<file path="src/rtl/rr_arbiter8_pkg.sv">
`default_nettype none
// +--------------------------------------------------------------------+
// | rr_arbiter8_pkg : shared types and constants for the arbiter slice |
// | Revision 1.0                                                       |
// +--------------------------------------------------------------------+
package rr_arbiter8_pkg;

   typedef enum logic [0:0] {
      IDLE  = 1'b0,
      GRANT = 1'b1
   } state_e;

   localparam int NUM_REQ = 8;
   localparam int IDX_W   = 3;

endpackage : rr_arbiter8_pkg
`default_nettype wire

</file>
<file path="src/rtl/rr_arbiter8_if.sv">
`default_nettype none
// +--------------------------------------------------------------------+
// | rr_arbiter8_if : request/grant bundle between requesters & arbiter |
// | Revision 1.0                                                       |
// +--------------------------------------------------------------------+
interface rr_arbiter8_if;
   import rr_arbiter8_pkg::*;

   logic               en;
   logic [NUM_REQ-1:0] req;
   logic [NUM_REQ-1:0] gnt;
   logic [IDX_W-1:0]   gnt_idx;
   logic               gnt_valid;
   logic               hold_expired;

   modport master (
      output en, req,
      input  gnt, gnt_idx, gnt_valid, hold_expired
   );

   modport slave (
      input  en, req,
      output gnt, gnt_idx, gnt_valid, hold_expired
   );

endinterface : rr_arbiter8_if
`default_nettype wire

</file>
<file path="src/rtl/rr_arbiter8_decoder3x8.sv">
`default_nettype none
// +--------------------------------------------------------------------+
// | decoder3x8 : 3-to-8 one-hot decoder with enable                    |
// | Revision 1.0                                                       |
// +--------------------------------------------------------------------+
module decoder3x8 (
   input  wire logic       en,
   input  wire logic [2:0] sel,
   output logic      [7:0] y
);

   always_comb begin
      y = 8'h00;
      if (en) begin
         y[sel] = 1'b1;
      end
   end

endmodule : decoder3x8
`default_nettype wire

</file>
<file path="src/rtl/rr_arbiter8.sv">
`default_nettype none
// +--------------------------------------------------------------------+
// | rr_arbiter8 : 8-way round-robin arbiter with grant hold timeout    |
// | Revision 1.0                                                       |
// +--------------------------------------------------------------------+
module rr_arbiter8
   import rr_arbiter8_pkg::*;
#(
   parameter int MAX_HOLD = 16,
   parameter int CNT_W    = $clog2(MAX_HOLD)
) (
   input wire logic     clk,
   input wire logic     rst,
   rr_arbiter8_if.slave bus
);

   localparam logic [0:0]       c_st_idle   = 1'(IDLE);
   localparam logic [0:0]       c_st_grant  = 1'(GRANT);
   localparam logic [CNT_W-1:0] c_hold_last = CNT_W'(MAX_HOLD - 1);

   logic [0:0]         r_state;
   logic [IDX_W-1:0]   r_gnt_idx;
   logic [IDX_W-1:0]   r_last_idx;
   logic               r_gnt_valid;
   logic               r_hold_expired;
   logic [CNT_W-1:0]   r_hold_cnt;

   logic [IDX_W-1:0]   w_pick;
   logic               w_others;
   logic               w_cnt_bad;

   // Scan from last+1 upward with wrap; descending loop lets the nearest bit win.
   function automatic logic [IDX_W-1:0] pick(input logic [NUM_REQ-1:0] r,
                                             input logic [IDX_W-1:0]   last);
      logic [IDX_W-1:0] idx;
      pick = last;
      for (int k = NUM_REQ; k >= 1; k--) begin
         idx = last + IDX_W'(k);
         if (r[idx]) begin
            pick = idx;
         end
      end
   endfunction

   assign w_pick    = pick(bus.req, r_last_idx);
   assign w_others  = |(bus.req & ~(NUM_REQ'(1) << r_gnt_idx));
   assign w_cnt_bad = (int'(r_hold_cnt) >= MAX_HOLD);

   always_ff @(posedge clk or posedge rst) begin
      if (rst) begin
         r_state        <= c_st_idle;
         r_gnt_idx      <= '0;
         r_last_idx     <= IDX_W'(NUM_REQ - 1);
         r_gnt_valid    <= 1'b0;
         r_hold_expired <= 1'b0;
         r_hold_cnt     <= '0;
      end else begin
         r_hold_expired <= 1'b0;
         case (r_state)
            c_st_idle: begin
               if (bus.en && (|bus.req)) begin
                  r_state     <= c_st_grant;
                  r_gnt_valid <= 1'b1;
                  r_gnt_idx   <= w_pick;
                  r_last_idx  <= w_pick;
                  r_hold_cnt  <= '0;
               end
            end
            c_st_grant: begin
               if (!bus.en || w_cnt_bad) begin
                  r_state     <= c_st_idle;
                  r_gnt_valid <= 1'b0;
               end else if (!bus.req[r_gnt_idx]) begin
                  // Holder released: hand over in the same edge if anyone waits.
                  if (|bus.req) begin
                     r_gnt_idx  <= w_pick;
                     r_last_idx <= w_pick;
                     r_hold_cnt <= '0;
                  end else begin
                     r_state     <= c_st_idle;
                     r_gnt_valid <= 1'b0;
                  end
               end else if (r_hold_cnt == c_hold_last) begin
                  r_hold_cnt <= '0;
                  if (w_others) begin
                     r_gnt_idx      <= w_pick;
                     r_last_idx     <= w_pick;
                     r_hold_expired <= 1'b1;
                  end
               end else begin
                  r_hold_cnt <= r_hold_cnt + 1'b1;
               end
            end
            default: begin
               r_state     <= c_st_idle;
               r_gnt_valid <= 1'b0;
               r_hold_cnt  <= '0;
            end
         endcase
      end
   end

   assign bus.gnt_idx      = r_gnt_idx;
   assign bus.gnt_valid    = r_gnt_valid;
   assign bus.hold_expired = r_hold_expired;

   decoder3x8 u_decoder (
      .en  (r_gnt_valid),
      .sel (r_gnt_idx),
      .y   (bus.gnt)
   );

endmodule : rr_arbiter8
`default_nettype wire
</file>
<file path="src/flat_wrapper.sv">
// flat-port wrapper written by rule: the top's interface ports become plain ports
module rr_arbiter8_flat import rr_arbiter8_pkg::*;
#(
   parameter int MAX_HOLD = 16,
   parameter int CNT_W    = $clog2(MAX_HOLD)
)
  (clk, rst, bus_en, bus_req, bus_gnt, bus_gnt_idx, bus_gnt_valid, bus_hold_expired);
  rr_arbiter8_if bus_i ();
  input wire logic clk;
  input wire logic rst;
  input wire logic [$bits(bus_i.en)-1:0] bus_en;
  input wire logic [$bits(bus_i.req)-1:0] bus_req;
  output wire logic [$bits(bus_i.gnt)-1:0] bus_gnt;
  output wire logic [$bits(bus_i.gnt_idx)-1:0] bus_gnt_idx;
  output wire logic [$bits(bus_i.gnt_valid)-1:0] bus_gnt_valid;
  output wire logic [$bits(bus_i.hold_expired)-1:0] bus_hold_expired;
  assign bus_i.en = bus_en;
  assign bus_i.req = bus_req;
  assign bus_gnt = bus_i.gnt;
  assign bus_gnt_idx = bus_i.gnt_idx;
  assign bus_gnt_valid = bus_i.gnt_valid;
  assign bus_hold_expired = bus_i.hold_expired;
  rr_arbiter8 #(.MAX_HOLD(MAX_HOLD), .CNT_W(CNT_W)) u_core (.clk(clk), .rst(rst), .bus(bus_i));
endmodule
</file>
<file path="config.mk">
export PLATFORM = sky130hd
export DESIGN_NAME = rr_arbiter8_flat
export DESIGN_NICKNAME = d
export VERILOG_FILES = /design/src/rtl/rr_arbiter8_pkg.sv /design/src/rtl/rr_arbiter8_if.sv /design/src/rtl/rr_arbiter8_decoder3x8.sv /design/src/rtl/rr_arbiter8.sv /design/src/flat_wrapper.sv
export SDC_FILE = /design/constraint.sdc
export NUM_CORES = 1
export LEC_CHECK = 0
export ABC_AREA = 1
export BUFFER_PORTS_ARGS = -buffer_cell sky130_fd_sc_hd__clkbuf_2
export CORE_ASPECT_RATIO = 1.5
export CORE_MARGIN = 2
export CORE_UTILIZATION = 51
export CTS_BUF_LIST = sky130_fd_sc_hd__clkbuf_4
export DETAILED_ROUTE_END_ITERATION = 12
export PLACE_DENSITY = 0.74
export SLEW_MARGIN = 10
export SYNTH_ARGS = -nofsm -noshare
export SYNTH_HDL_FRONTEND = slang
export SYNTH_SLANG_ARGS = --single-unit
</file>
<file path="constraint.sdc">
create_clock -name clk -period 2.45 [get_ports clk]
set_input_delay 0.3675 -clock clk [delete_from_list [all_inputs] [get_ports clk]]
set_output_delay 0.3675 -clock clk [all_outputs]
set_load 0.01 [all_outputs]
</file>
==> results of run 1 <==
## cells by family after synthesis
logic type,synth area share [%]
xor+xnor,1.25
flops,25.2
compound gates,10.7
simple gates,48.8
buf+inv,11.2
fa+ha+maj,2.87
## final timing paths
check	end	slack [ps]
min in group clk	u_core.bus.hold_expired	340
hold / removal	u_core.bus.gnt_idx[2]	90
max in group asynchronous	u_core.r_last_idx[0]	2000
setup reg to reg	u_core.bus.gnt_idx[2]	270
setup / recovery	u_core.bus.gnt_idx[2]	270
hold reg to reg	u_core.r_hold_cnt[1]	520
## power by group through the flow
stage / combinational [mW] / sequential (mW) / clock, mW
final: 1.76 / 0.378 / 0.144
after global routing: 2.01 / 0.386 / 0.158
after CTS: 1.75 / 0.376 / 0.146
after detailed placement: 1.75 / 0.380 / 0
after global placement: 1.74 / 0.379 / 0
after floorplan: 1.35 / 0.367 / 0
## cell type report
cell class                      instances  area, sq um
Multi-Input combinational cell        179          831
Fill cell                             263          961
Sequential cell                        13          329
Timing Repair Buffer                   26          138
Inverter                               35          131
Clock buffer                            4         30.0
Tap cell                               24         30.0
## synthesized netlist by cell type (all sizes together) (2+ instances only)
cell     n
a211oi   2
a21oi    8
buf      3
dfrtp   10
dfstp    3
ha       3
inv     34
nand2   96
nand3   33
nand4    2
nor2    11
nor3     5
nor4     2
o21ai   13
## per-stage QoR
step                power, mW  util [%]  instances  hold WS (ps)
finish                   2.29      60.8        281          87.0
global route             2.55      60.8        281           126
CTS                      2.28      60.8        281          91.2
detailed placement       2.13      59.6        277           393
global placement         2.12      59.6        277           388
floorplan                1.71         -        230           242
## state kept, by name, indices dropped and copies added, names as in the netlist
| signal | count |
|---|---|
| u_core.r_state | 1 |
| u_core.bus.hold_expired | 1 |
| u_core.bus.gnt_idx | 3 |
| u_core.bus.gnt_valid | 1 |
| u_core.r_last_idx | 3 |
| u_core.r_hold_cnt | 4 |
## layer usage
layer,vias up,global-route usage [%],wire [um]
li1,792,-,-
met1,670,30.1,1400
met2,56,50.0,1940
met3,14,3.28,189
met4,0,15.8,159
met5,-,0,0
## worst register-to-register path: cells and delay by family (launching register included)
kind                       cells  cell delay, ps
and+or+nand+nor               11             750
DFF                            1             550
adders and majority gates      1             400
buffers and inverters          2             220
AOI/OAI and AO/OA              1             210
==> impl_results.md, run 1 <==
- Outcome: finished, final reports clean
- Crit start category: flop
- # rows: 22
- Min-Delay Path Class: input pin to asynchronous set/reset pin
- Root Buffer: clkbuf_4
- Cell depth of the worst setup path: 15
- CP Data Arrival Time: 2400 ps
- Final min period: 2180 ps
- Post-Syn Instances: 230
- Critical Path RT: 2670 ps
- Detail Route Antenna Nets: 0
- Biggest area consumer among synthesized cells: nand2_1
- Final Setup Violations: 0
- Yosys synthesis warning count: 0
- Final worst slack: 271 ps
- Critical path startpoint: u_core.r_last_idx[0]
- Pre-CTS setup slack: 223 ps
- Sequential share of the synthesized area: 25.2%
- Die Span X: 45.3 um
- Clk_lat worst skew: 280 ps
- Post CTS Setup Buffer Count: 0
- Top cell type's share of synthesized area: 27.0%
- Post-Syn Area per Cell: 5.68 sq um
- Clock buffer depth: 2
- Area grow syn2layout: 14.0%
- Fin Clk Skew: 1.63 ps
- Sw Pwr: 1.32 mW
- Antenna cells: 0
- Top Ports: 24
- Antenna violations before repair: 0
- Crit path max fanout: 10
- Net count after synthesis: 244
- Reg-to-reg startpoint: u_core.r_last_idx[0]
- Dpl hpwl: 2980 um
- Share of cells above drive strength 1: 17.9%
- Delay-heaviest family, CP: simple AND/OR/NAND/NOR gates
- Slew Limit Fails: 0
- Most frequent cells in the layout: nand2_1 (94), nand3_1 (31), inv_1 (27)
- VDD IR-drop max: 0.707 mV
- CP endpoint kind: flop
- Max-slew headroom: 65.4%
- #FFs+latches synth: 13
- GRT Resource Usage Total: 27.9%
- CTS tree: done
- Max Cap Viol: 0
- Logic pwr share: 77.2%
- IO Port Bufs: 23
- DRC errors left: 0
- Top_reg_cell synth: dfrtp_1
- Largest net degree at the start of global routing: 14
- Placed Area: 0.00146 sq mm
- Post-synth EDFFs: 0
- Total clock sinks: 13
- Die area: 0.00299 sq mm
- Flop pwr share: 16.5%
- R2R cell count: 15
- Clock Power Share: 6.3%
- Endpoints failing hold: 0
- WL final: 3680 um
- Commonest non-fill, non-tap cell in the layout: nand2_1
- Syn Std Cell Area: 0.00131 sq mm
- H-tree depth: 1
- Post-CTS Resized: 0
- WL/cell: 13.1 um
- First-pass GRT wire length: 6170 um
- DR pass1 iterations: 4
- Crit Path Category: flop to flop
- Asr flop ratio synth: 100%
- TNS Setup: 0 ps
- Routability congestion estimate from global placement: 0.925
- Most used cell, CP: nand2_1
- Sw frac: 57.8%
- Vias in the first global route: 1438
- Cell Chain, Critical Path: inv_2, ha_1, inv_2, nand3_1, nand3_2, nand2_1, o21ai_0, nand2_1, nand2_1, nand2_1, nand2_1, nand2_1, nand2_1, nand2_1, nand2_1
- Nets: 272
- Reg clk slew, reported paths: 80 ps
- Initial DRC count: 45
- GRT overflow: 0
- Count of different cell masters after synthesis: 24
- Period utilization: 88.9%
- Largest cells by area after synthesis: nand2_1 (27%), dfrtp_1 (19%), nand3_1 (12%)
- Achievable Freq: 0.459 GHz
- Critical-path top delay cell: dfstp_2
- CP peak stage delay: 550 ps
- Die span in y: 66.0 um
- Core area: 0.00245 sq mm
- Fin area: 0.00149 sq mm
- Internal Pwr Total: 0.964 mW
- Worst slew pin tran: 519 ps
- RSZ-0062 raised after global routing: false
- DR vias: 1532
- Total power per unit cell area: 1530 mW/mm^2
- Leak: 0.880 nW
- Post-CTS Hold Fix Bufs: 0
- Initial Utilization: 53.3%
- Number of clock buffers inserted by TritonCTS: 3
- CP Buf/Inv Count: 2
- Vias per cell: 5.45
Note: power is estimated with default switching activity, not from simulation.
==> run 2: changes to the inputs <==
- BUFFER_PORTS_ARGS: -buffer_cell sky130_fd_sc_hd__clkbuf_2 -> -buffer_cell sky130_fd_sc_hd__buf_2
==> run 2 against run 1 <==
First-iteration DRC count grew 40%. Via count shrank 3.7%. Flip-flop and latch count unchanged. Power shrank 0.37%. Routed wire length grew 0.38%. Cell count unchanged. Clock power about the same. Register-to-register slack worse by 40 ps. Combinational power hardly changed. Highest routed layer unchanged.
==> impl_results.md, run 2 (same netlist as run 1, synthesis figures left out) <==
- Outcome: finished, final reports clean (unchanged)
- Die area: 0.00299 sq mm (unchanged)
- DR vias: 1475 (was 1532)
- Critical path startpoint: u_core.r_last_idx[0] (unchanged)
- Leak: 0.886 nW (was 0.880 nW)
- Total clock sinks: 13 (unchanged)
- Antenna cells: 0 (unchanged)
- GRT Resource Usage Total: 28.1% (was 27.9%)
- Worst slew pin tran: 497 ps (was 519 ps)
- Commonest non-fill, non-tap cell in the layout: nand2_1 (unchanged)
- DR pass1 iterations: 4 (unchanged)
- Dpl hpwl: 2980 um (about the same)
- Critical Path RT: 2630 ps (was 2670 ps)
- Clk_lat worst skew: 280 ps (about the same)
- Endpoints failing hold: 0 (unchanged)
- Placed Area: 0.00146 sq mm (unchanged)
- Die Span X: 45.3 um (unchanged)
- Most frequent cells in the layout: nand2_1 (94), nand3_1 (31), inv_1 (28) (was nand2_1 (94), nand3_1 (31), inv_1 (27))
- Critical-path top delay cell: dfstp_2 (unchanged)
- Detail Route Antenna Nets: 0 (unchanged)
- DRC errors left: 0 (unchanged)
- TNS Setup: 0 ps (unchanged)
- Vias per cell: 5.25 (was 5.45)
- Final Setup Violations: 0 (unchanged)
- Core area: 0.00245 sq mm (unchanged)
- WL/cell: 13.1 um (about the same)
- Max-slew headroom: 66.8% (was 65.4%)
- Share of cells above drive strength 1: 17.5% (was 17.9%)
- CP peak stage delay: 540 ps (was 550 ps)
- Filler cell count: 263 (unchanged)
- WL final: 3690 um (was 3680 um)
- Clock buffer depth: 2 (unchanged)
- H-tree depth: 1 (unchanged)
- IO Port Bufs: 23 (unchanged)
- CP Data Arrival Time: 2390 ps (was 2400 ps)
- First-pass GRT wire length: 6130 um (was 6170 um)
- Slew Limit Fails: 0 (unchanged)
- Post-CTS Hold Fix Bufs: 0 (unchanged)
- Routability congestion estimate from global placement: 0.922 (was 0.925)
- Initial Utilization: 53.3% (unchanged)
- Fin Clk Skew: 2.00 ps (was 1.63 ps)
- Vias in the first global route: 1393 (was 1438)
- Number of flip-flops in the largest register: 4 (unchanged)
- Power Total: 2.28 mW (was 2.29 mW)
- Post-CTS Resized: 0 (unchanged)
- Most used cell, CP: nand2_1 (unchanged)
- GRT overflow: 0 (unchanged)
- Initial DRC count: 63 (was 45)
- Reg-to-reg startpoint: u_core.r_last_idx[0] (unchanged)
- Cell Chain, Critical Path: inv_2, ha_1, inv_1, nand3_1, nand3_1, nand2_2, inv_1, nand2_1, nand2_1, nand2_1, nand2_1, nand2_1, nand2_1, nand2_1, nand2_1, nand2_1 (was inv_2, ha_1, inv_2, nand3_1, nand3_2, nand2_1, o21ai_0, nand2_1, nand2_1, nand2_1, nand2_1, nand2_1, nand2_1, nand2_1, nand2_1)
- Post CTS Setup Buffer Count: 0 (unchanged)
- CP endpoint kind: flop (unchanged)
- VDD IR-drop max: 0.818 mV (was 0.707 mV)
- Antenna violations before repair: 0 (unchanged)
- Area of the multi-input gates: 831 sq um (unchanged)
- Crit path max fanout: 10 (unchanged)
- Fin area: 0.00149 sq mm (unchanged)
- CTS tree: done (unchanged)
- Final min period: 2220 ps (was 2180 ps)
- Top reg by flops: u_core.r_hold_cnt (unchanged)
- Root Buffer: clkbuf_4 (unchanged)
- Period utilization: 90.5% (was 88.9%)
- RSZ-0062 raised after global routing: false (unchanged)
- Register area: 329 sq um (unchanged)
- Reg clk slew, reported paths: 80 ps (about the same)
- Max Cap Viol: 0 (unchanged)
- # rows: 22 (unchanged)
- Die span in y: 66.0 um (unchanged)
- Crit start category: flop (unchanged)
- Nets: 272 (unchanged)
- Total power per unit cell area: 1530 mW/mm^2 (about the same)
- Area grow syn2layout: 14.0% (unchanged)
- Crit Path Category: flop to flop (unchanged)
- Largest net degree at the start of global routing: 14 (unchanged)
- Min-Delay Path Class: input pin to asynchronous set/reset pin (unchanged)
- Number of clock buffers inserted by TritonCTS: 3 (unchanged)
- Achievable Freq: 0.451 GHz (was 0.459 GHz)
- Top Ports: 24 (unchanged)
-- run 2: cell count changes in the layout (fill, tap and decap cells not counted) --
cell / previous run / this run
inv_1: 27 / 28
inv_2: 7 / 6
buf_2: 0 / 23
clkbuf_2: 23 / 0
-- run 2: metal layers --
layer | wire length (um) | global-route usage, % | part of all wire, %
met1 | 1540 | 32.3 | 42
met2 | 2000 | 52.5 | 54
met3 | 112 | 2.73 | 3.0
met4 | 48 | 7.72 | 1.3
met5 | 0 | 0 | 0
-- run 2: cell type report --
cell class              count  share of cell area [%]
multi-input cells         179                    55.8
inverters                  35                    8.82
clock buffers               4                    2.02
flip-flops and latches     13                    22.1
repair buffers             26                    9.24
well taps                  24                    2.02
-- run 2: per-stage QoR --
step	hold slack (ps)	worst slack, ps	instances	utilization (%)
after global routing	160	12.4	281	60.8
after detailed placement	413	239	277	59.6
final	95.8	234	281	60.8
after CTS	109	211	281	60.8
after floorplan	242	346	230	-
after global placement	406	252	277	59.6
-- run 2: path summary, 6_finish.rpt --
check / to / cells after the start / slack (ps)
max: u_core.bus.gnt_idx[0] / 16 / 230
min: u_core.r_hold_cnt[1] / 2 / 100
max reg2reg: u_core.bus.gnt_idx[0] / 16 / 230
min reg2reg: u_core.r_hold_cnt[1] / 2 / 520
max in group asynchronous: u_core.r_last_idx[0] / 2 / 2000
min in group clk: u_core.bus.hold_expired / 3 / 340
-- run 2: worst max-delay path: cells and delay by family (launching register included) --
family	cells	cell delay [ps]
flip-flops	1	540
AND/OR/NAND/NOR	12	860
buffers and inverters	3	310
adder cells (fa/ha/maj)	1	390
-- run 2: power breakdown --
group	internal (mW)	leakage [nW]	switching (mW)
Combinational	0.591	0.707	1.16
Clock	0.0744	0.0184	0.0714
Sequential	0.299	0.161	0.0796
Total	0.964	0.886	1.31
==> run 3: changes to the inputs <==
- ABC_CLOCK_PERIOD_IN_PS: not set -> 2450
- PLACE_DENSITY: 0.74 -> 0.84
==> run 3 against run 2 <==
Final area did not move. First-iteration DRC count fell by 40%. Die area did not move. Sequential power fell by 1%. Critical endpoint is now u_core.bus.gnt_idx[2].
==> impl_results.md, run 3 (same netlist as run 1, synthesis figures left out) <==
- H-tree depth: 1 (unchanged)
- Die span in y: 66.0 um (unchanged)
- DR pass1 iterations: 4 (unchanged)
- Antenna violations before repair: 0 (unchanged)
- VDD IR-drop max: 0.930 mV (was 0.818 mV)
- RSZ-0062 raised after global routing: false (unchanged)
- Pre-CTS setup slack: 208 ps (was 239 ps)
- Sw Pwr: 1.30 mW (was 1.31 mW)
- Vias per cell: 5.45 (was 5.25)
- Internal Pwr Total: 0.965 mW (was 0.964 mW)
- Max Cap Viol: 0 (unchanged)
- Fin Clk Skew: 2.51 ps (was 2.00 ps)
- TNS Setup: 0 ps (unchanged)
- Endpoints failing hold: 0 (unchanged)
- Crit Path Category: flop to flop (unchanged)
- Leak: 0.885 nW (was 0.886 nW)
- Reg clk slew, reported paths: 70 ps (was 80 ps)
- Crit path max fanout: 10 (unchanged)
- Final min period: 2200 ps (was 2220 ps)
- Die Span X: 45.3 um (unchanged)
- Slew Limit Fails: 0 (unchanged)
- Sw frac: 57.3% (was 57.7%)
- Placed Area: 0.00146 sq mm (unchanged)
- Number of clock buffers inserted by TritonCTS: 3 (unchanged)
- GRT overflow: 0 (unchanged)
- First-pass GRT wire length: 5910 um (was 6130 um)
- DR vias: 1532 (was 1475)
- Min-Delay Path Class: input pin to asynchronous set/reset pin (unchanged)
- Clock buffer depth: 2 (unchanged)
- Worst slew pin tran: 484 ps (was 497 ps)
- Routability congestion estimate from global placement: 1.03 (was 0.922)
- Core area: 0.00245 sq mm (unchanged)
- Fin area: 0.00149 sq mm (unchanged)
- Final Setup Violations: 0 (unchanged)
- Flop pwr share: 16.5% (was 16.6%)
- CP endpoint kind: flop (unchanged)
- WL/cell: 12.2 um (was 13.1 um)
- Final worst slack: 246 ps (was 234 ps)
- Top Ports: 24 (unchanged)
- Die area: 0.00299 sq mm (unchanged)
- # rows: 22 (unchanged)
- Achievable Freq: 0.454 GHz (was 0.451 GHz)
- Max-slew headroom: 67.7% (was 66.8%)
- Initial DRC count: 38 (was 63)
- Outcome: finished, final reports clean (unchanged)
- Total clock sinks: 13 (unchanged)
- Post CTS Setup Buffer Count: 0 (unchanged)
- R2R Setup Slk: 250 ps (was 230 ps)
- Post-CTS Hold Fix Bufs: 0 (unchanged)
- WL final: 3440 um (was 3690 um)
- Initial Utilization: 53.3% (unchanged)
- DRC errors left: 0 (unchanged)
- Top reg by flops: u_core.r_hold_cnt (unchanged)
- Total power per unit cell area: 1520 mW/mm^2 (was 1530 mW/mm^2)
- Post-CTS Resized: 0 (unchanged)
- Vias in the first global route: 1431 (was 1393)
- GRT Resource Usage Total: 26.4% (was 28.1%)
- Crit start category: flop (unchanged)
- Clock Power Share: 6.2% (was 6.4%)
- Area grow syn2layout: 14.0% (unchanged)
- Critical Path RT: 2670 ps (was 2630 ps)
- IO Port Bufs: 23 (unchanged)
- Share of cells above drive strength 1: 17.9% (was 17.5%)
- Logic pwr share: 77.3% (was 77.0%)
- Dpl hpwl: 2860 um (was 2980 um)
- Detail Route Antenna Nets: 0 (unchanged)
- Fin util: 60.8% (unchanged)
- Largest net degree at the start of global routing: 14 (unchanged)
- Root Buffer: clkbuf_4 (unchanged)
- CTS tree: done (unchanged)
- Clk_lat worst skew: 270 ps (was 280 ps)
- Number of flip-flops in the largest register: 4 (unchanged)
- Most frequent cells in the layout: nand2_1 (94), nand3_1 (31), inv_1 (27) (was nand2_1 (94), nand3_1 (31), inv_1 (28))
- Power Total: 2.26 mW (was 2.28 mW)
- CP Data Arrival Time: 2420 ps (was 2390 ps)
- Antenna cells: 0 (unchanged)
- Nets: 272 (unchanged)
- Commonest non-fill, non-tap cell in the layout: nand2_1 (unchanged)
- Period utilization: 90.0% (was 90.5%)
run 3: power groups by stage:
stage | sequential, mW | combinational, mW | clock [mW]
2_1_floorplan | 0.367 | 1.35 | 0
3_3_place_gp | 0.376 | 1.73 | 0
3_5_place_dp | 0.378 | 1.73 | 0
4_1_cts | 0.373 | 1.74 | 0.144
5_1_grt | 0.382 | 2.01 | 0.151
6_report | 0.373 | 1.75 | 0.140
run 3: critical path, stage by stage (launching register included):
cell and delay, ps:
dfstp_2 540, inv_2 80, ha_1 410, inv_2 140, nand3_1 120, nand3_2 100, nand2_1 80, o21ai_0 200
nand2_1 70, nand2_1 60, nand2_1 50, nand2_1 60, nand2_1 40, nand2_1 60, nand2_1 70, nand2_1 60
run 3: final cells by class:
cell class | instances | area (sq um)
Tap cell | 24 | 30.0
Fill cell | 238 | 961
Inverter | 35 | 131
Timing Repair Buffer | 26 | 138
Multi-Input combinational cell | 179 | 831
Clock buffer | 4 | 30.0
Sequential cell | 13 | 329
run 3: stage by stage:
stage               hold WS (ps)  std cells
global placement             403        277
global route                 148        281
floorplan                    242        230
detailed placement           410        277
finish                      98.8        281
CTS                          115        281
run 3: metal layers:
| layer | share of wire [%] | vias to the layer above | track usage, % |
|---|---|---|---|
| met5 | 0 | - | 0 |
| met4 | 2.7 | 0 | 12.1 |
| met3 | 3.7 | 10 | 2.19 |
| met2 | 56 | 58 | 48.9 |
| met1 | 38 | 671 | 28.6 |
| li1 | - | 793 | - |
run 3: path summary, 6_finish.rpt:
kind,end,depth (start not counted),start
worst max-delay path,u_core.bus.gnt_idx[2],15,u_core.r_last_idx[0]
worst min-delay path,u_core.r_hold_cnt[2],2,rst
worst max register to register,u_core.bus.gnt_idx[2],15,u_core.r_last_idx[0]
worst min register to register,u_core.r_hold_cnt[1],2,u_core.r_hold_cnt[1]
max in group asynchronous,u_core.r_last_idx[0],2,rst
min in group clk,u_core.bus.hold_expired,3,bus_en
